[src/rtl/shifter_pipe_if.sv]
// rtl/shifter_pipe_if.sv - operand/result handshake bundle for shifter_pipe
//
// Groups the upstream (in_*) and downstream (out_*) valid/ready channels.
//   master : the side that supplies operands and consumes results
//   slave  : the shifter itself
// Signals:
//   in_valid/in_ready   operand handshake
//   in_data [WIDTH]     operand
//   in_cnt  [CW]        shift/rotate amount
//   in_op   [3]         operation select
//   out_valid/out_ready result handshake
//   out_data [WIDTH]    result
//   out_zero            out_data == 0, meaningful while out_valid=1
interface shifter_pipe_if #(
    parameter int WIDTH = 16,
    parameter int CW    = $clog2(WIDTH)
);
    logic             in_valid;
    logic             in_ready;
    logic [WIDTH-1:0] in_data;
    logic [CW-1:0]    in_cnt;
    logic [2:0]       in_op;
    logic             out_valid;
    logic             out_ready;
    logic [WIDTH-1:0] out_data;
    logic             out_zero;

    modport master (
        output in_valid, in_data, in_cnt, in_op, out_ready,
        input  in_ready, out_valid, out_data, out_zero
    );

    modport slave (
        input  in_valid, in_data, in_cnt, in_op, out_ready,
        output in_ready, out_valid, out_data, out_zero
    );
endinterface

[src/rtl/shifter_pipe.sv]
// rtl/shifter_pipe.sv - pipelined barrel shifter/rotator with valid/ready handshakes
//
// Ports:
//   clk  rising-edge clock
//   rst  asynchronous active-high reset
//   bus  shifter_pipe_if.slave (in_* operand channel, out_* result channel)
// Parameters:
//   WIDTH   data width, power of two, 4..64
//   STAGES  register stages, 1..log2(WIDTH)
//
// Ops: 000 rotl, 001 shl, 010 rotr, 011 lsr, 100 asr, 101..111 pass-through.
// Shift level k (amount 2^k) runs in stage (k*STAGES)/CW, LSB level first.
// The whole pipeline advances as one when the output slot is empty or being
// drained; bubbles travel through as valid=0 slots.
module shifter_pipe #(
    parameter int WIDTH  = 16,
    parameter int STAGES = 2
) (
    input  logic            clk,
    input  logic            rst,
    shifter_pipe_if.slave   bus
);
    localparam int CW = $clog2(WIDTH);

    logic [WIDTH-1:0]  data_q [STAGES];
    logic [CW-1:0]     cnt_q  [STAGES];
    logic [2:0]        op_q   [STAGES];
    logic [STAGES-1:0] vld_q;

    logic [WIDTH-1:0]  data_d [STAGES];
    logic              adv;

    // One shift level: move d by 2^k positions according to op.
    function automatic logic [WIDTH-1:0] level(
        input logic [WIDTH-1:0] d,
        input logic [2:0]       op,
        input int               k
    );
        int               sh;
        logic [WIDTH-1:0] r;
        sh = 1 << k;
        case (op)
            3'b000:  r = (d << sh) | (d >> (WIDTH - sh));
            3'b001:  r = d << sh;
            3'b010:  r = (d >> sh) | (d << (WIDTH - sh));
            3'b011:  r = d >> sh;
            3'b100:  r = $signed(d) >>> sh;
            default: r = d;
        endcase
        return r;
    endfunction

    assign adv          = bus.out_ready | ~vld_q[STAGES-1];
    assign bus.in_ready = adv;

    // Each stage takes the previous stage register (stage 0 takes the input
    // port) and applies only the levels assigned to it.
    always_comb begin
        logic [WIDTH-1:0] cd;
        logic [CW-1:0]    cc;
        logic [2:0]       co;
        int               src;
        cd = bus.in_data;
        cc = bus.in_cnt;
        co = bus.in_op;
        for (int s = 0; s < STAGES; s++) begin
            src = (s > 0) ? s - 1 : 0;
            if (s > 0) begin
                cd = data_q[src];
                cc = cnt_q[src];
                co = op_q[src];
            end
            for (int k = 0; k < CW; k++) begin
                if (((k * STAGES) / CW) == s && cc[k]) begin
                    cd = level(cd, co, k);
                end
            end
            data_d[s] = cd;
        end
    end

    always_ff @(posedge clk or posedge rst) begin
        if (rst) begin
            vld_q <= '0;
            for (int s = 0; s < STAGES; s++) begin
                data_q[s] <= '0;
                cnt_q[s]  <= '0;
                op_q[s]   <= '0;
            end
        end else if (adv) begin
            vld_q[0]  <= bus.in_valid;
            data_q[0] <= data_d[0];
            cnt_q[0]  <= bus.in_cnt;
            op_q[0]   <= bus.in_op;
            for (int s = 1; s < STAGES; s++) begin
                vld_q[s]  <= vld_q[s-1];
                data_q[s] <= data_d[s];
                cnt_q[s]  <= cnt_q[s-1];
                op_q[s]   <= op_q[s-1];
            end
        end
    end

    assign bus.out_valid = vld_q[STAGES-1];
    assign bus.out_data  = data_q[STAGES-1];
    assign bus.out_zero  = vld_q[STAGES-1] & ~|data_q[STAGES-1];
endmodule
[src/flat_wrapper.sv]
// flat-port wrapper written by rule: the top's interface ports become plain ports
module shifter_pipe_flat 
#(
    parameter int WIDTH  = 16,
    parameter int STAGES = 2
)
  (clk, rst, bus_in_valid, bus_in_data, bus_in_cnt, bus_in_op, bus_out_ready, bus_in_ready, bus_out_valid, bus_out_data, bus_out_zero);
  shifter_pipe_if #(.WIDTH(WIDTH)) bus_i ();
  input  logic clk;
  input  logic rst;
  input wire logic [$bits(bus_i.in_valid)-1:0] bus_in_valid;
  input wire logic [$bits(bus_i.in_data)-1:0] bus_in_data;
  input wire logic [$bits(bus_i.in_cnt)-1:0] bus_in_cnt;
  input wire logic [$bits(bus_i.in_op)-1:0] bus_in_op;
  input wire logic [$bits(bus_i.out_ready)-1:0] bus_out_ready;
  output wire logic [$bits(bus_i.in_ready)-1:0] bus_in_ready;
  output wire logic [$bits(bus_i.out_valid)-1:0] bus_out_valid;
  output wire logic [$bits(bus_i.out_data)-1:0] bus_out_data;
  output wire logic [$bits(bus_i.out_zero)-1:0] bus_out_zero;
  assign bus_i.in_valid = bus_in_valid;
  assign bus_i.in_data = bus_in_data;
  assign bus_i.in_cnt = bus_in_cnt;
  assign bus_i.in_op = bus_in_op;
  assign bus_i.out_ready = bus_out_ready;
  assign bus_in_ready = bus_i.in_ready;
  assign bus_out_valid = bus_i.out_valid;
  assign bus_out_data = bus_i.out_data;
  assign bus_out_zero = bus_i.out_zero;
  shifter_pipe #(.WIDTH(WIDTH), .STAGES(STAGES)) u_core (.clk(clk), .rst(rst), .bus(bus_i));
endmodule
[config.mk]
export PLATFORM = sky130hd
export DESIGN_NAME = shifter_pipe_flat
export DESIGN_NICKNAME = d
export VERILOG_FILES = /design/src/rtl/shifter_pipe_if.sv /design/src/rtl/shifter_pipe.sv /design/src/flat_wrapper.sv
export SDC_FILE = /design/constraint.sdc
export NUM_CORES = 1
export LEC_CHECK = 0
export ABC_AREA = 1
export CORE_MARGIN = 5
export CORE_UTILIZATION = 43
export CTS_BUF_LIST = sky130_fd_sc_hd__clkbuf_8
export CTS_CLUSTER_SIZE = 28
export DETAILED_ROUTE_END_ITERATION = 6
export GPL_TIMING_DRIVEN = 0
export PLACE_DENSITY = 0.66
export SYNTH_ARGS = -nofsm -noshare
export SYNTH_HDL_FRONTEND = slang
export SYNTH_SLANG_ARGS = --single-unit
[constraint.sdc]
create_clock -name clk -period 2.6 [get_ports clk]
set_clock_uncertainty 0.15 [all_clocks]
set_input_delay 0.52 -clock clk [delete_from_list [all_inputs] [get_ports clk]]
set_output_delay 0.52 -clock clk [all_outputs]
set_load 0.005 [all_outputs]
==> flow_summary_export.csv, run 1 <==
group,metric,value,unit
run_status,result_of_the_run,"complete, no violations",
logic_synthesis,synth_area,0.00313,mm²
floorplanning,starting_density,0.436,
pwr,pd_cells,676,mW/mm²
cts,tritoncts_num_sinks,39,
cts,clkTransAtPathRegs,0.08,ns
pwr,irDropWorstVdd,326,µV
finish,layout-area-overhead-vs-synth,23.6,%
logic_synthesis,synth.yosys.warnings,0,
placed_design,port-buffer-count,45,
finish,multi_input_comb_area,0.00190,mm²
logic_synthesis,synth_sequential_area_ratio,0.312,
cts,cts_tree,"done",
drt,first_iter_violations,238,
finish,antenna_cells,0,
global_route,via_count_of_the_first_global_routing_pass,3268,
cts,clk_path_buf_depth,2,
setup_path,critPathRequiredTime,1.93,ns
logic_synthesis,ys_seq_elements,39,
setup_path,crit_path_max_fanout,10,
floorplanning,rows,31,
placed_design,placed_area,0.00370,mm²
drt,routed-via-count,3443,
finish,fillers,731,
cts,number_of_clock_buffers_inserted_by_tritoncts,5,
floorplanning,design.portCount,46,
global_route,use_met3,0.0363,
global_route,overall_fraction_of_global_route_tracks_in_use,0.231,
timing,rsz0062_at_grt,"false",
timing,worst-slew-pin-transition,0.835,ns
setup_path,path_class,"input pin to output port",
flow_run,cap_violations,0,
global_route,grt_use_met1,0.332,
logic_synthesis,synth_top_cells_by_count,"226 x nand2_1, 111 x nand3_1, 39 x dfrtp_1",
drt,wl,9.67,mm
setup_path,kind_of_cell_adding_the_most_delay_to_the_critical_path,"buffers and inverters",
logic_synthesis,synth_largest_type_area_fraction,0.312,
timing,clock.fmax,411,MHz
floorplanning,die_height,95.3,µm
setup_path,worst_setup_path_end_kind,"output port",
setup_path,delay_contributed_by_the_slowest_stage_of_the_critical_path,0.44,ns
logic_synthesis,synthMostInstantiatedCell,"nand2_1",
global_route,grt_first_pass_wirelength,16.3,mm
logic_synthesis,number_of_instances_in_the_synthesized_netlist,508,
timing,finalCritPeriodShare,0.935,
logic_synthesis,ys_dominant_reg_cell,"dfrtp_1",
placed_design,gpl_congestion,0.900,
timing,setup_total_negative_slack,0,ns
logic_synthesis,synth_largest_area_cell,"dfrtp_1",
logic_synthesis,synth_area_leaders,"dfrtp_1 31%, nand2_1 27%, nand3_1 18%",
finish,layout-drive-gt1-share,0.116,
cts,h-tree-depth,2,
floorplanning,die-area,0.00907,mm²
setup_path,crit_path_top_delay_cell,"clkdlybuf4s50_1",
setup_path,worst_path_buf_inv,3,
drt,1st_pass_router_iterations,5,
cts,clock_insertion_delay_worst_skew,0.30,ns
setup_path,crit_chain,"clkdlybuf4s50_1 -> nor2_4 -> clkinvlp_4 -> dlygate4sd2_1",
setup_path,r2r_slack,0.66,ns
timing,report.final.hold_viol_count,0,
timing,count_of_final_setup_violators,0,
floorplanning,floorplan.core_area,0.00718,mm²
global_route,grt_overflow_total,0,
logic_synthesis,asyncSetResetFlopFracSynth,1.00,
setup_path,critPathLaunchType,"input pin",
placed_design,hpwl,7.42,mm
logic_synthesis,syn_avg_cell_area,6.15,µm²
global_route,groute.layer.met2.usage,0.363,
timing,timing.max_slew.rel_slack,0.443,
floorplanning,die_w,95.3,µm
drt,drcViolationCount,0,
logic_synthesis,synth.lib_cells_used.distinct,26,
finish,final_net_count,587,
cts,cts.root.buffer_cell,"clkbuf_8",
finish,area_of_all_placed_cells_without_fillers,0.00386,mm²
finish,ff_latch_area,976,µm²
logic_synthesis,postSynthNetCount,535,
hold_path,hp-class,"flop to flop",
drt,postRouteAntennaNets,0,
timing,finalWorstPathRequiredPeriod,2.43,ns
global_route,largest_net_degree_at_the_start_of_global_routing,40,
setup_path,worst_ep_arrival_time,1.76,ns
pwr,total_power,0.00261,W
timing,final_max_slew_viol_count,0,
pwr,leakage,1.89,nW
drt,detail_route.wl_per_cell,14.7,µm
cts,cts-hold-fix-buffers,0,
drt,vias_per_cell,5.22,
global_route,grt_antenna_before_repair,0,
logic_synthesis,post_synth_edffs,0,
global_route,gr-max-usage-layer,"met2",
==> power by group <==
part	total [W]	leakage [nW]	internal, W	switching, W
Sequential	0.000916	0.469	0.000753	0.000164
Combinational	0.00117	1.36	0.000569	0.000603
Clock	0.000522	0.0581	0.000286	0.000236
Total	0.00261	1.89	0.00161	0.00100
==> worst min-delay path: stages (launching register included) <==
cell and delay [ns]:
dfrtp_1 0.32, inv_1 0.04, nand2_1 0.05
==> timing repair <==
item                                   CTS  global route
pin swaps                                1             0
setup endpoints to repair                2             1
resized for setup                        7             2
endpoints found under the hold margin    0             0
setup buffers                            1             0
==> routing by layer <==
| metal | up-vias | share of wire |
|---|---|---|
| li1 | 1725 | - |
| met1 | 1592 | 0.48 |
| met2 | 117 | 0.46 |
| met3 | 9 | 0.050 |
| met4 | 0 | 0.011 |
| met5 | - | 0 |
==> cells by family after synthesis <==
family | share of synthesized area
buf+inv | 0.0937
flops | 0.312
simple gates | 0.554
compound gates | 0.0396
==> path summary, 6_finish.rpt <==
path	start	to	cells after the start
worst max-delay path	bus_out_ready	bus_in_ready	4
max in group asynchronous	rst	u_core.data_q[28]$_DFFE_PP0P_	2
worst min-delay path	u_core.vld_q[0]$_DFFE_PP0P_	u_core.vld_q[1]$_DFFE_PP0P_	2
min in group asynchronous	rst	u_core.data_q[18]$_DFFE_PP0P_	2
worst max register to register	u_core.vld_q[1]$_DFFE_PP0P_	u_core.bus.out_data[14]$_DFFE_PP0P_	7
worst min register to register	u_core.vld_q[0]$_DFFE_PP0P_	u_core.vld_q[1]$_DFFE_PP0P_	2
==> metrics by stage <==
| step | setup slack (ns) | hold WS [ns] | instances | utilization |
|---|---|---|---|---|
| 2_1_floorplan | 0.839 | 0.270 | 508 | - |
| 3_3_place_gp | -0.557 | 0.277 | 652 | 0.516 |
| 3_5_place_dp | -0.542 | 0.278 | 652 | 0.516 |
| 4_1_cts | 0.0203 | 0.298 | 660 | 0.537 |
| 5_1_grt | 0.0969 | 0.333 | 660 | 0.538 |
| 6_report | 0.168 | 0.296 | 660 | 0.538 |
==> cell usage in the layout (no fill, tap or decap), types with 3 or more instances in the layout <==
master           Yosys  routed
dfrtp_1             39      39
nor2_1              10      10
inv_2                2       3
buf_2               11      11
nor2_2               5       4
nand2_2              3       3
buf_4               18      19
clkdlybuf4s50_1      0      43
or2_1               25      25
nand3_1            111     111
inv_1               13      11
clkbuf_1             6       5
o21ai_0              4       4
or2_2                5       5
a21oi_1             16      16
nand2_1            226     226
clkbuf_8             0       5
==> area by class of cell <==
| type | count | share of cell area |
|---|---|---|
| repair buffers | 46 | 0.119 |
| flip-flops and latches | 39 | 0.253 |
| inverters | 15 | 0.0155 |
| plain buffers | 38 | 0.0603 |
| clock inverters | 3 | 0.0113 |
| well taps | 99 | 0.0321 |
| multi-input cells | 415 | 0.491 |
| clock buffers | 5 | 0.0178 |
==> flip-flops by register name, summed over array words and instances (netlist names) <==
register / flops
u_core.bus.out_data: 16
u_core.op_q: 3
u_core.cnt_q: 2
u_core.data_q: 16
u_core.vld_q: 2
(Power assumes the default switching activity.)
==> inputs of run 2 (changes only) <==
- CTS_BUF_LIST: sky130_fd_sc_hd__clkbuf_8 -> not set
==> results of run 2 <==
No change in the layout: final DEF, timing and power equal those of run 1.
